File: src/rtl/reaction_stimulus_ctrl.sv
// reaction_stimulus_ctrl: round controller for the reaction timer (fore-period, GO LED, timer start/stop, fault flags)
//   clk_1ms in 1 ms clock; reset in async active-high
//   btn_start in debounced level, rising edge arms a round; btn_react in debounced level, 1 = pressed
//   start/stop out timer pair (timer counts while start && !stop); led_go out stimulus LED
//   false_start/timeout out sticky fault flags; busy out high during fore-period and GO
//   RANDOM_DELAY_EN: when defined the fore-period gets an LFSR add-on, otherwise it is MIN_DELAY_MS
module reaction_stimulus_ctrl #(
  parameter int          MIN_DELAY_MS = 1000,
  parameter int          RAND_BITS    = 11,
  parameter int          TIMEOUT_MS   = 9999,
  parameter logic [15:0] LFSR_SEED    = 16'hACE1
) (
  input  logic clk_1ms,
  input  logic reset,
  input  logic btn_start,
  input  logic btn_react,
  output logic start,
  output logic stop,
  output logic led_go,
  output logic false_start,
  output logic timeout,
  output logic busy
);
  typedef enum logic [2:0] {IDLE, DELAY, GO, DONE, FALSE, TMO} state_t;
  localparam logic [23:0] MIN_D   = 24'(MIN_DELAY_MS);
  localparam logic [23:0] GO_LAST = 24'(TIMEOUT_MS - 1);
  state_t      state, state_n;
  logic        btn_start_q, start_edge;
  logic [23:0] delay_cnt, delay_cnt_n, go_cnt, go_cnt_n, fore;
  assign start_edge = btn_start & ~btn_start_q;
`ifdef RANDOM_DELAY_EN
  localparam logic [15:0] SEED = (LFSR_SEED == 16'h0) ? 16'h0001 : LFSR_SEED;
  logic [15:0] lfsr;
  // Galois form of x^16+x^14+x^13+x^11+1; free-running so the add-on depends on when the button is hit
  always_ff @(posedge clk_1ms or posedge reset)
    if (reset) lfsr <= SEED;
    else lfsr <= {1'b0, lfsr[15:1]} ^ (lfsr[0] ? 16'hB400 : 16'h0000);
  assign fore = MIN_D + 24'(lfsr[RAND_BITS-1:0]);
`else
  logic unused_cfg;
  assign unused_cfg = ^{LFSR_SEED, RAND_BITS};
  assign fore = MIN_D;
`endif
  always_ff @(posedge clk_1ms or posedge reset)
    if (reset) begin
      state       <= IDLE;
      btn_start_q <= 1'b0;
      delay_cnt   <= '0;
      go_cnt      <= '0;
    end else begin
      state       <= state_n;
      btn_start_q <= btn_start;
      delay_cnt   <= delay_cnt_n;
      go_cnt      <= go_cnt_n;
    end
  always_comb begin
    state_n     = state;
    delay_cnt_n = delay_cnt;
    go_cnt_n    = go_cnt;
    case (state)
      IDLE, DONE, FALSE, TMO: if (start_edge) begin
        state_n     = DELAY;
        delay_cnt_n = fore;
      end
      DELAY: if (btn_react) state_n = FALSE;
        else if (delay_cnt == 24'd1) begin
          state_n  = GO;
          go_cnt_n = '0;
        end else delay_cnt_n = delay_cnt - 24'd1;
      GO: begin
        go_cnt_n = go_cnt + 24'd1;
        // a press in the last GO cycle still counts as a reaction
        state_n  = btn_react ? DONE : (go_cnt == GO_LAST) ? TMO : GO;
      end
      default: state_n = IDLE;
    endcase
  end
  assign busy        = (state == DELAY) || (state == GO);
  assign led_go      = (state == GO);
  assign start       = (state == GO) || (state == DONE) || (state == TMO);
  assign stop        = (state == DONE) || (state == FALSE) || (state == TMO);
  assign false_start = (state == FALSE);
  assign timeout     = (state == TMO);
endmodule
File: config.mk
export PLATFORM = sky130hd
export DESIGN_NAME = reaction_stimulus_ctrl
export DESIGN_NICKNAME = d
export VERILOG_FILES = /design/src/rtl/reaction_stimulus_ctrl.sv
export SDC_FILE = /design/constraint.sdc
export NUM_CORES = 1
export LEC_CHECK = 0
export BUFFER_PORTS_ARGS = -buffer_cell sky130_fd_sc_hd__buf_2
export CAP_MARGIN = 20
export CORE_MARGIN = 5
export CORE_UTILIZATION = 58
export CTS_BUF_LIST = sky130_fd_sc_hd__clkbuf_8
export DETAILED_ROUTE_END_ITERATION = 12
export PLACE_DENSITY = 0.78
export SYNTH_ARGS = -nofsm -noshare
export SYNTH_HDL_FRONTEND = slang
export SYNTH_SLANG_ARGS = --single-unit
File: constraint.sdc
create_clock -name clk_1ms -period 1.95 [get_ports clk_1ms]
set_input_delay 0.0975 -clock clk_1ms [delete_from_list [all_inputs] [get_ports clk_1ms]]
set_output_delay 0.0975 -clock clk_1ms [all_outputs]
set_load 0.02 [all_outputs]
==> impl_results.md, run 1 <==
* GRT Residual Overflow at 0
* Place WS at -0.2720 ns
* Multiplexer area fraction after synthesis at 3.193%
* Combinational share of power at 35.8%
* Hold Fails Final Rpt at 0
* Largest net degree at the start of global routing at 29
* Final setup viols at 2
* Final WL at 6.987 mm
* Nets at 382
* Max_cap viols at 0
* HP Class: input pin to flip-flop
* Rows at 25
* Sequential Power Share at 41.9%
* Die Area at 0.006359 mm^2
* Fin crit share at 109.1%
* Vias in the first global route at 2628
* CP Launch Type: flip-flop
* Final core utilization at 78.28%
* Synth Net Count at 311
* Internal at 1.928 mW
* Maximum vdd ir drop at 0.6473 mV
* 1st-iter DRT viols at 120
* IO buf count at 9
* GPL Wtd Cong at 0.8387
* Area share of and/or/nand/nor cells after synthesis at 30.16%
* Global-route wire length before repair at 11.73 mm
* Fmax at 470.1 MHz
* Clock buffer count from CTS at 5
* Worst endpoint required time at 2.20 ns
* Antenna violations before repair at 0
* CTS tree: built
* Initial core utilization at 59.74%
* Ports at 10
* Worst clock skew at 0.01383 ns
* Status: finished with violations
* CP Class: flip-flop to flip-flop
* XOR/XNOR share of the synthesized area at 9.623%
* WL per Instance at 15.81 um
* ANT cells at 0
* Final hold slack at 0.3222 ns
* Yosys warnings at 0
* Bufs on Longest Clock Path at 2
* Failing checks: setup timing
* Vias/cell at 5.683
* Max transition margin at 61.37%
* Pins Over Slew Limit at 0
* Worst slew pin tran at 0.5786 ns
* DRT Pass-1 Iters at 4
* Switching power at 1.051 mW
* Core Region at 0.004723 mm^2
* Commonest non-fill, non-tap cell in the layout: buf_4
* Post-synthesis sequential area ratio at 46.12%
* Leak at 1.538 nW
* CP Data Arrival Time at 2.38 ns
* H-tree depth at 2
* Die Ht at 79.75 um
* Commonest cells after routing, fill and taps aside: buf_4, dfrtp_1, nor2_1, nand2_1, xor2_1
* Setup WS post-layout at -0.1774 ns
* Worst-path clk slew at 0.10 ns
* PD cells at 805.7 mW/mm^2
* Synth Cell Area at 0.002821 mm^2
* Dpl hpwl at 4.632 mm
* Sw frac at 35.27%
* Worst-Skew Late Latency at 0.31 ns
* Largest family of logic cells by synthesized area: simple AND/OR/NAND/NOR gates
* #FFs+latches synth at 52
* Element type at the critical path end: flip-flop
* RSZ-0062 raised after global routing: true
* Synth unique cells at 50
* CTS Sinks at 52
* Remaining DRCs at 0
* Layout cell share with drive strength beyond 1 at 31.47%
* Minimum clock period after layout at 2.127 ns
* CP Max Fanout at 4
* Post-DRT Antenna Nets at 0
* Cells after Synth at 303
* Total track usage at 23.48%
* Clk pwr share at 22.3%
* Avg Inst Size Synth at 9.312 um^2
* Number of synthesized flops with an enable pin at 0
* Synth Area in Compound Gates at 6.829%
* Area grow syn2layout at 31.04%
* Root Driver: clkbuf_8
* Vias at 2512
* Die width at 79.75 um
* Share of synthesized registers carrying an async set or reset at 100.0%
* Adder-Cell Fraction of Synth Area at 1.774%
* Most used DFF post-synth: dfrtp_1
==> final cells by class <==
cell class | instances | area, um^2
multi-input combinational | 234 | 1638
sequential | 52 | 1301
fill | 302 | 1026
timing repair buffer | 73 | 546.8
tap | 67 | 83.83
clock buffer | 6 | 82.58
inverter | 8 | 30.03
clock inverter | 2 | 15.01
==> state kept, by name, summed over array words and instances, names as in the netlist <==
name	count
state	3
delay_cnt	24
btn_start_q	1
go_cnt	24
==> power groups by stage <==
stage          Combinational [mW]  Clock, mW  Sequential, mW
2_1_floorplan               0.509          0            1.27
3_3_place_gp                0.898          0            1.25
3_5_place_dp                0.929          0            1.26
4_1_cts                     0.976      0.675            1.24
5_1_grt                      1.16      0.721            1.26
6_report                     1.07      0.664            1.25
==> synth_stat cells, types with 7 or more instances <==
cell type / count / area (um^2)
nand2_1: 40 / 150.1
nor4_1: 7 / 43.79
nand3_1: 14 / 70.07
xnor2_1: 12 / 105.1
nand4_1: 12 / 75.07
dfrtp_1: 52 / 1301
xor2_1: 19 / 166.4
mux2i_1: 9 / 90.09
clkbuf_1: 8 / 30.03
nor3_1: 8 / 40.04
inv_1: 8 / 30.03
nor2_1: 46 / 172.7
==> cells by family after synthesis <==
kind of cell | count (synthesis)
xor gates and xnor gates | 31
AOI/OAI and AO/OA | 28
muxes | 9
DFF | 52
adders and majority gates | 4
buffers and inverters | 17
and+or+nand+nor | 162
==> per-stage QoR <==
| stage | instances | setup TNS [ns] | area, um^2 | power, mW |
|---|---|---|---|---|
| 2_1_floorplan | 303 | -0.2138 | 2828 | 1.783 |
| 6_report | 442 | -0.2672 | 3697 | 2.979 |
| 4_1_cts | 441 | -0.2441 | 3588 | 2.894 |
| 3_5_place_dp | 429 | -1.904 | 3377 | 2.190 |
| 3_3_place_gp | 429 | -0.8194 | 3377 | 2.152 |
| 5_1_grt | 442 | -0.6262 | 3697 | 3.136 |
==> path summary, 6_finish.rpt <==
kind	from	to	slack, ns	cells past startpoint
max	delay_cnt[16]	delay_cnt[22]	-0.18	4
min	btn_react	delay_cnt[1]	0.32	5
max reg2reg	delay_cnt[16]	delay_cnt[22]	-0.18	4
min reg2reg	go_cnt[23]	go_cnt[23]	0.56	2
max in group asynchronous	reset	delay_cnt[10]	0.95	4
min in group asynchronous	reset	delay_cnt[15]	0.37	3
==> per-layer routing <==
metal / routed length, um / vias to the layer above / GRT usage, %
met1: 2828 / 1253 / 26.13
met4: 138 / 0 / 9.122
met3: 180 / 14 / 4.740
met2: 3840 / 42 / 43.57
met5: 0 / - / 0
li1: - / 1203 / -
==> worst max-delay path, stage by stage (launching register included) <==
cell,delay [ns]
dfrtp_1,0.40
or4_4,0.54
or4_4,0.52
or4_4,0.50
a21oi_2,0.12
==> what timing repair did <==
item,in CTS,in global routing
hold buffers,2,0
pin swaps,2,8
buffers inserted,2,1
gates resized for setup,18,20
setup endpoints to repair,20,21
endpoints found under the hold margin,27,0
No activity file was read; power rests on OpenSTA's default activity.
==> inputs of run 2 (changes only) <==
- ABC_AREA: default -> 1
- CORE_UTILIZATION: 58 -> 59
- PLACE_DENSITY: 0.78 -> 0.79
==> impl_results.md, run 2 <==
* CP Data Arrival Time at 1.96 ns (-0.42 ns)
* PD cells at 1290 mW/mm^2 (+60%)
* Synth Net Count at 562 (+81%)
* Synth cell count leaders: nand2_1, nor2_1, nand3_1
* Synth Cell Area at 0.003612 mm^2 (+28%)
* Yosys warnings at 0 (unchanged)
* GPL Wtd Cong at 0.9778 (+17%)
* Final WL at 8.318 mm (+19%)
* Worst-path clk slew at 0.10 ns (about the same)
* Commonest cells after routing, fill and taps aside: nand2_1, nor2_1, nand3_1, dfrtp_1, inv_1
* Avg Inst Size Synth at 6.520 um^2 (-30%)
* Minimum clock period after layout at 1.771 ns (-0.3565 ns)
* Bufs on Longest Clock Path at 2 (unchanged)
* CTS Sinks at 52 (unchanged)
* Synth area leader: dfrtp_1
* Rows at 28 (+12%)
* IO buf count at 9 (unchanged)
* Fin crit share at 90.82% (-18 points)
* Leak at 1.887 nW (+23%)
* Postcts setup bufs at 0 (-2)
* Dpl hpwl at 6.208 mm (+34%)
* Initial core utilization at 61.01% (+1.3 points)
* Cells after Synth at 554 (+83%)
* Core Region at 0.005921 mm^2 (+25%)
* Worst-Skew Late Latency at 0.31 ns (about the same)
* Setup TNS at 0 ns (+0.2672 ns)
* RSZ-0062 raised after global routing: false
* Synth unique cells at 30 (-40%)
* Die Ht at 88.25 um (+11%)
* Top post-synthesis cells by area: dfrtp_1, nand2_1, nor2_1
* Root Driver: clkbuf_8
* Worst endpoint required time at 2.14 ns (-0.06 ns)
* Ports at 10 (unchanged)
* ANT cells at 0 (unchanged)
* Area share of the largest cell type after synthesis at 36.02% (-10 points)
* Status: complete, no violations
* Max transition margin at 61.88% (+0.51 points)
* Maximum vdd ir drop at 1.303 mV (+100%)
* Vias at 3482 (+39%)
* Remaining DRCs at 0 (unchanged)
* Hold Fails Final Rpt at 0 (unchanged)
* Die Area at 0.007787 mm^2 (+22%)
* Post-DRT Antenna Nets at 0 (unchanged)
* H-tree depth at 2 (unchanged)
* Vias in the first global route at 3425 (+30%)
* Commonest non-fill, non-tap cell in the layout: nand2_1
* Vias/cell at 5.390 (-5.2%)
* Clock buffer count from CTS at 5 (unchanged)
* Total track usage at 23.85% (+0.37 points)
* CP Max Fanout at 24 (+20)
* Number of synthesized flops with an enable pin at 0 (unchanged)
* Met3 wire len at 325 um (+81%)
* Largest regs: delay_cnt (24), go_cnt (24), state (3)
* Top Metal Used: met4
* HP Class: input pin to flip-flop
* 1st-iter DRT viols at 153 (+28%)
* CP Class: flip-flop to flip-flop
* DRT Pass-1 Iters at 4 (unchanged)
* CTS tree: built
* Antenna violations before repair at 0 (unchanged)
* Layout cell share with drive strength beyond 1 at 7.706% (-24 points)
* CP Launch Type: flip-flop
* Nets at 578 (+51%)
* WL per Instance at 12.88 um (-19%)
* Share of synthesized registers carrying an async set or reset at 100.0% (unchanged)
* GRT Residual Overflow at 0 (unchanged)
* Fmax at 564.7 MHz (+20%)
* Top-count cell post-synth: nand2_1
* Worst clock skew at 0.01118 ns (-0.002656 ns)
* Most used DFF post-synth: dfrtp_1
* Worst slew pin tran at 0.5709 ns (-0.007684 ns)
* Wl on met1 at 3.509 mm (+24%)
* #FFs+latches synth at 52 (unchanged)
* Routed met2 length at 4.201 mm (+9.4%)
* Pins Over Slew Limit at 0 (unchanged)
* Area grow syn2layout at 6.893%
* Post-synthesis sequential area ratio at 36.02% (-10 points)
* Final setup viols at 0 (-2)
* Max_cap viols at 0 (unchanged)
* Largest net degree at the start of global routing at 29 (unchanged)
* Global-route wire length before repair at 14.93 mm (+27%)
* Die width at 88.25 um (+11%)
* Final core utilization at 65.22% (-13 points)
* Element type at the critical path end: flip-flop
==> run 2: routing by layer <==
| metal | GRT usage [%] | vias up |
|---|---|---|
| met5 | 0 | - |
| met4 | 10.44 | 0 |
| met3 | 3.538 | 27 |
| met2 | 42.69 | 92 |
| met1 | 28.30 | 1593 |
| li1 | - | 1770 |
==> run 2: final timing paths <==
kind	from	endpoint	cells past startpoint	slack [ns]
worst min register to register	delay_cnt[1]	delay_cnt[1]	2	0.52
worst min-delay path	btn_react	state[0]	4	0.14
max in group asynchronous	reset	go_cnt[15]	4	1.02
worst max register to register	delay_cnt[6]	go_cnt[15]	8	0.18
worst max-delay path	delay_cnt[6]	go_cnt[15]	8	0.18
min in group asynchronous	reset	delay_cnt[21]	3	0.38
==> run 2: final cells by class <==
| type | count | area, um^2 |
|---|---|---|
| Clock inverter | 3 | 20.02 |
| Inverter | 51 | 191.4 |
| Fill cell | 526 | 2059 |
| Tap cell | 75 | 93.84 |
| Sequential cell | 52 | 1301 |
| Clock buffer | 5 | 68.82 |
| Timing Repair Buffer | 19 | 137.6 |
| Multi-Input combinational cell | 441 | 2048 |
==> run 2: cell families after synthesis <==
kind of cell	count (synthesis)	share of synthesized area, %
AOI/OAI and AO/OA	25	4.122
and+or+nand+nor	391	46.10
xor gates and xnor gates	21	5.092
adders and majority gates	4	1.386
buffers and inverters	61	7.274
DFF	52	36.02
==> run 2: through the flow <==
stage / std cells / power, mW / cell area [um^2] / setup slack (ns) / hold WS [ns]
floorplan: 554 / 3.792 / 3612 / 0.3723 / 0.1289
global route: 646 / 5.437 / 3861 / 0.02391 / 0.1515
global placement: 636 / 4.248 / 3752 / 0.2408 / 0.1789
finish: 646 / 4.979 / 3861 / 0.1791 / 0.1383
CTS: 646 / 4.982 / 3861 / 0.1858 / 0.1316
detailed placement: 636 / 4.339 / 3752 / 0.1942 / 0.1879
==> run 2: repair_timing <==
item,CTS,global route
resized for setup,0,0
hold buffers,2,0
endpoints found under the hold margin,25,0
==> run 2: where the power goes <==
part / switching, mW / internal, mW
sequential: 0.425 / 1.38
clock: 0.379 / 0.251
combinational: 1.72 / 0.821
total: 2.53 / 2.45
==> run 2: worst max-delay path, cell delays in order, from the launching register on <==
cell,delay [ns]
dfrtp_1,0.44
nor2_1,0.22
nand2_2,0.12
nor2_1,0.15
nand3_2,0.11
nand2_4,0.14
nand3_4,0.26
nand2_1,0.12
o21ai_0,0.09
==> inputs of run 3 (changes only) <==
- BUFFER_PORTS_ARGS: -buffer_cell sky130_fd_sc_hd__buf_2 -> default
- CORE_UTILIZATION: 59 -> 60
- DONT_BUFFER_PORTS: default -> 1
- RECOVER_POWER: default -> 25
==> impl_results.md, run 3 (synthesized netlist as in run 2, its figures left out) <==
* Status: complete, no violations
* Commonest non-fill, non-tap cell in the layout: nand2_1
* CTS tree: built
* RSZ-0062 raised after global routing: false
* Setup TNS at 0 ns (unchanged)
* Die width at 87.59 um (-0.74%)
* Fmax at 557.4 MHz (-1.3%)
* PD cells at 1311 mW/mm^2 (+1.7%)
* Dpl hpwl at 6.317 mm (+1.8%)
* Die Ht at 87.59 um (-0.74%)
* Remaining DRCs at 0 (unchanged)
* Final instance area at 0.003852 mm^2 (-0.23%)
* Worst-Skew Late Latency at 0.30 ns (about the same)
* Fin crit share at 92.00% (+1.2 points)
* Slack of the worst reg-to-reg path at 0.16 ns (-0.02 ns)
* Worst-path clk slew at 0.10 ns (about the same)
* Postcts setup bufs at 0 (unchanged)
* Fillers at 547 (+4.0%)
* Final setup viols at 0 (unchanged)
* Layout cell share with drive strength beyond 1 at 6.714% (-0.99 points)
* Vias/cell at 5.432 (+0.78%)
* Root Driver: clkbuf_8
* Post-DRT Antenna Nets at 0 (unchanged)
* Total track usage at 23.96% (+0.10 points)
* Busiest grt layer: met2
* Largest net degree at the start of global routing at 31 (+6.9%)
* Hold Fails Final Rpt at 0 (unchanged)
* Place WS at 0.1818 ns (-0.01236 ns)
* Clock buffer count from CTS at 5 (unchanged)
* Placed cell area at 0.003725 mm^2 (-0.73%)
* Max transition margin at 22.94% (-39 points)
* Vias at 3482 (unchanged)
* Worst endpoint required time at 2.20 ns (+0.06 ns)
* 1st-iter DRT viols at 130 (-15%)
* CTS Sinks at 52 (unchanged)
* Met1 Resource Use GR at 27.94% (-0.36 points)
* H-tree depth at 2 (unchanged)
* CP Max Fanout at 5 (-79%)
* Ports at 10 (unchanged)
* Worst clock skew at 0.01076 ns (-0.0004233 ns)
* Final hold slack at 0.05282 ns (-0.08546 ns)
* Pins Over Slew Limit at 0 (unchanged)
* IO buf count at 0 (-9)
* Core Region at 0.005886 mm^2 (-0.59%)
* Clk pwr share at 14.7% (+2.0 points)
* GR Layer Usage met2 at 43.42% (+0.73 points)
* Element type at the critical path end: flip-flop
* CP Data Arrival Time at 2.05 ns (+0.09 ns)
* Area grow syn2layout at 6.650%
* Combinational share of power at 49.7% (-1.4 points)
* Setup WS post-layout at 0.1560 ns (-0.02313 ns)
* Die Area at 0.007672 mm^2 (-1.5%)
* Antenna violations before repair at 0 (unchanged)
* Rows at 28 (unchanged)
* Initial core utilization at 61.37% (+0.36 points)
* GRT met3 Usage at 3.763% (+0.22 points)
* Global-route wire length before repair at 14.77 mm (-1.1%)
* Largest regs: delay_cnt (24), go_cnt (24), state (3)
* GRT Residual Overflow at 0 (unchanged)
* Nets at 573 (-0.87%)
* Sequential Power Share at 35.5% (-0.8 points)
* Minimum clock period after layout at 1.794 ns (+0.02313 ns)
* Sw frac at 49.24% (-1.5 points)
* HP Class: input pin to flip-flop
* Leak at 1.876 nW (-0.59%)
* Worst slew pin tran at 1.155 ns (+0.5838 ns)
* ANT cells at 0 (unchanged)
* Maximum vdd ir drop at 1.270 mV (-2.5%)
* WL per Instance at 13.23 um (+2.8%)
* Internal at 2.564 mW (+4.5%)
* Max_cap viols at 0 (unchanged)
* CP Launch Type: flip-flop
* DRT Pass-1 Iters at 4 (unchanged)
* Switching power at 2.487 mW (-1.5%)
* Bufs on Longest Clock Path at 2 (unchanged)
* # resized after CTS at 0 (unchanged)
* CP Class: flip-flop to flip-flop
* GPL Wtd Cong at 0.9790 (+0.12%)
* Commonest cells after routing, fill and taps aside: nand2_1, nor2_1, nand3_1, dfrtp_1, inv_1
* Final WL at 8.482 mm (+2.0%)
* Vias in the first global route at 3350 (-2.2%)
[run 3: cell count changes in the layout (fill, tap and decap cells not counted)]
cell and change:
buf_12 -1, buf_2 -9, buf_4 +5, bufinv_16 +1, clkinv_2 +1, clkinv_4 -1
clkinvlp_4 -1, inv_1 +1, inv_2 -1
[run 3: final timing paths]
path	from	to	cells after the start
setup / recovery	delay_cnt[0]	delay_cnt[6]	9
hold / removal	btn_react	state[1]	5
setup reg to reg	delay_cnt[0]	delay_cnt[6]	9
hold reg to reg	delay_cnt[1]	delay_cnt[1]	2
max in group asynchronous	reset	delay_cnt[9]	3
min in group asynchronous	reset	go_cnt[12]	2
[run 3: layout make-up]
type	count	area, um^2	area share (%)
multi-input cells	441	2048	53.17
flip-flops and latches	52	1301	33.78
inverters	51	191.4	4.969
repair buffers	14	110.1	2.858
well taps	75	93.84	2.436
clock buffers	5	68.82	1.786
clock inverters	3	38.79	1.007
[run 3: power by group through the flow]
| stage | combinational (mW) | clock (mW) | sequential, mW |
|---|---|---|---|
| after floorplan | 2.09 | 0 | 1.71 |
| after global placement | 2.43 | 0 | 1.79 |
| after detailed placement | 2.51 | 0 | 1.80 |
| after CTS | 2.52 | 0.757 | 1.79 |
| after global routing | 2.85 | 0.797 | 1.85 |
| final | 2.51 | 0.743 | 1.80 |
[run 3: what timing repair did]
item | in CTS | in global routing
hold buffers | 2 | 0
hold endpoints to repair | 29 | 0
setup endpoints to repair | 0 | 0
[run 3: metrics by stage]
| stage | util, % | cells | total power [mW] |
|---|---|---|---|
| after floorplan | - | 554 | 3.792 |
| after global placement | 63.29 | 631 | 4.222 |
| after detailed placement | 63.29 | 631 | 4.312 |
| after CTS | 65.45 | 641 | 5.066 |
| after global routing | 65.45 | 641 | 5.496 |
| final | 65.45 | 641 | 5.052 |
[run 3: critical path, cell delays in order, from the launching register on]
cell     delay, ns
dfrtp_1       0.44
inv_1         0.13
ha_1          0.28
nand2_1       0.14
nor2_1        0.22
inv_1         0.09
or2_1         0.21
nand3_1       0.07
nand3_1       0.08
nand2_1       0.08
[run 3: routing by layer]
metal / share of wire, % / vias to the layer above / routed length [um]
li1: - / 1756 / -
met1: 42 / 1616 / 3595
met2: 52 / 90 / 4400
met3: 3.4 / 20 / 292
met4: 2.3 / 0 / 194
met5: 0 / - / 0
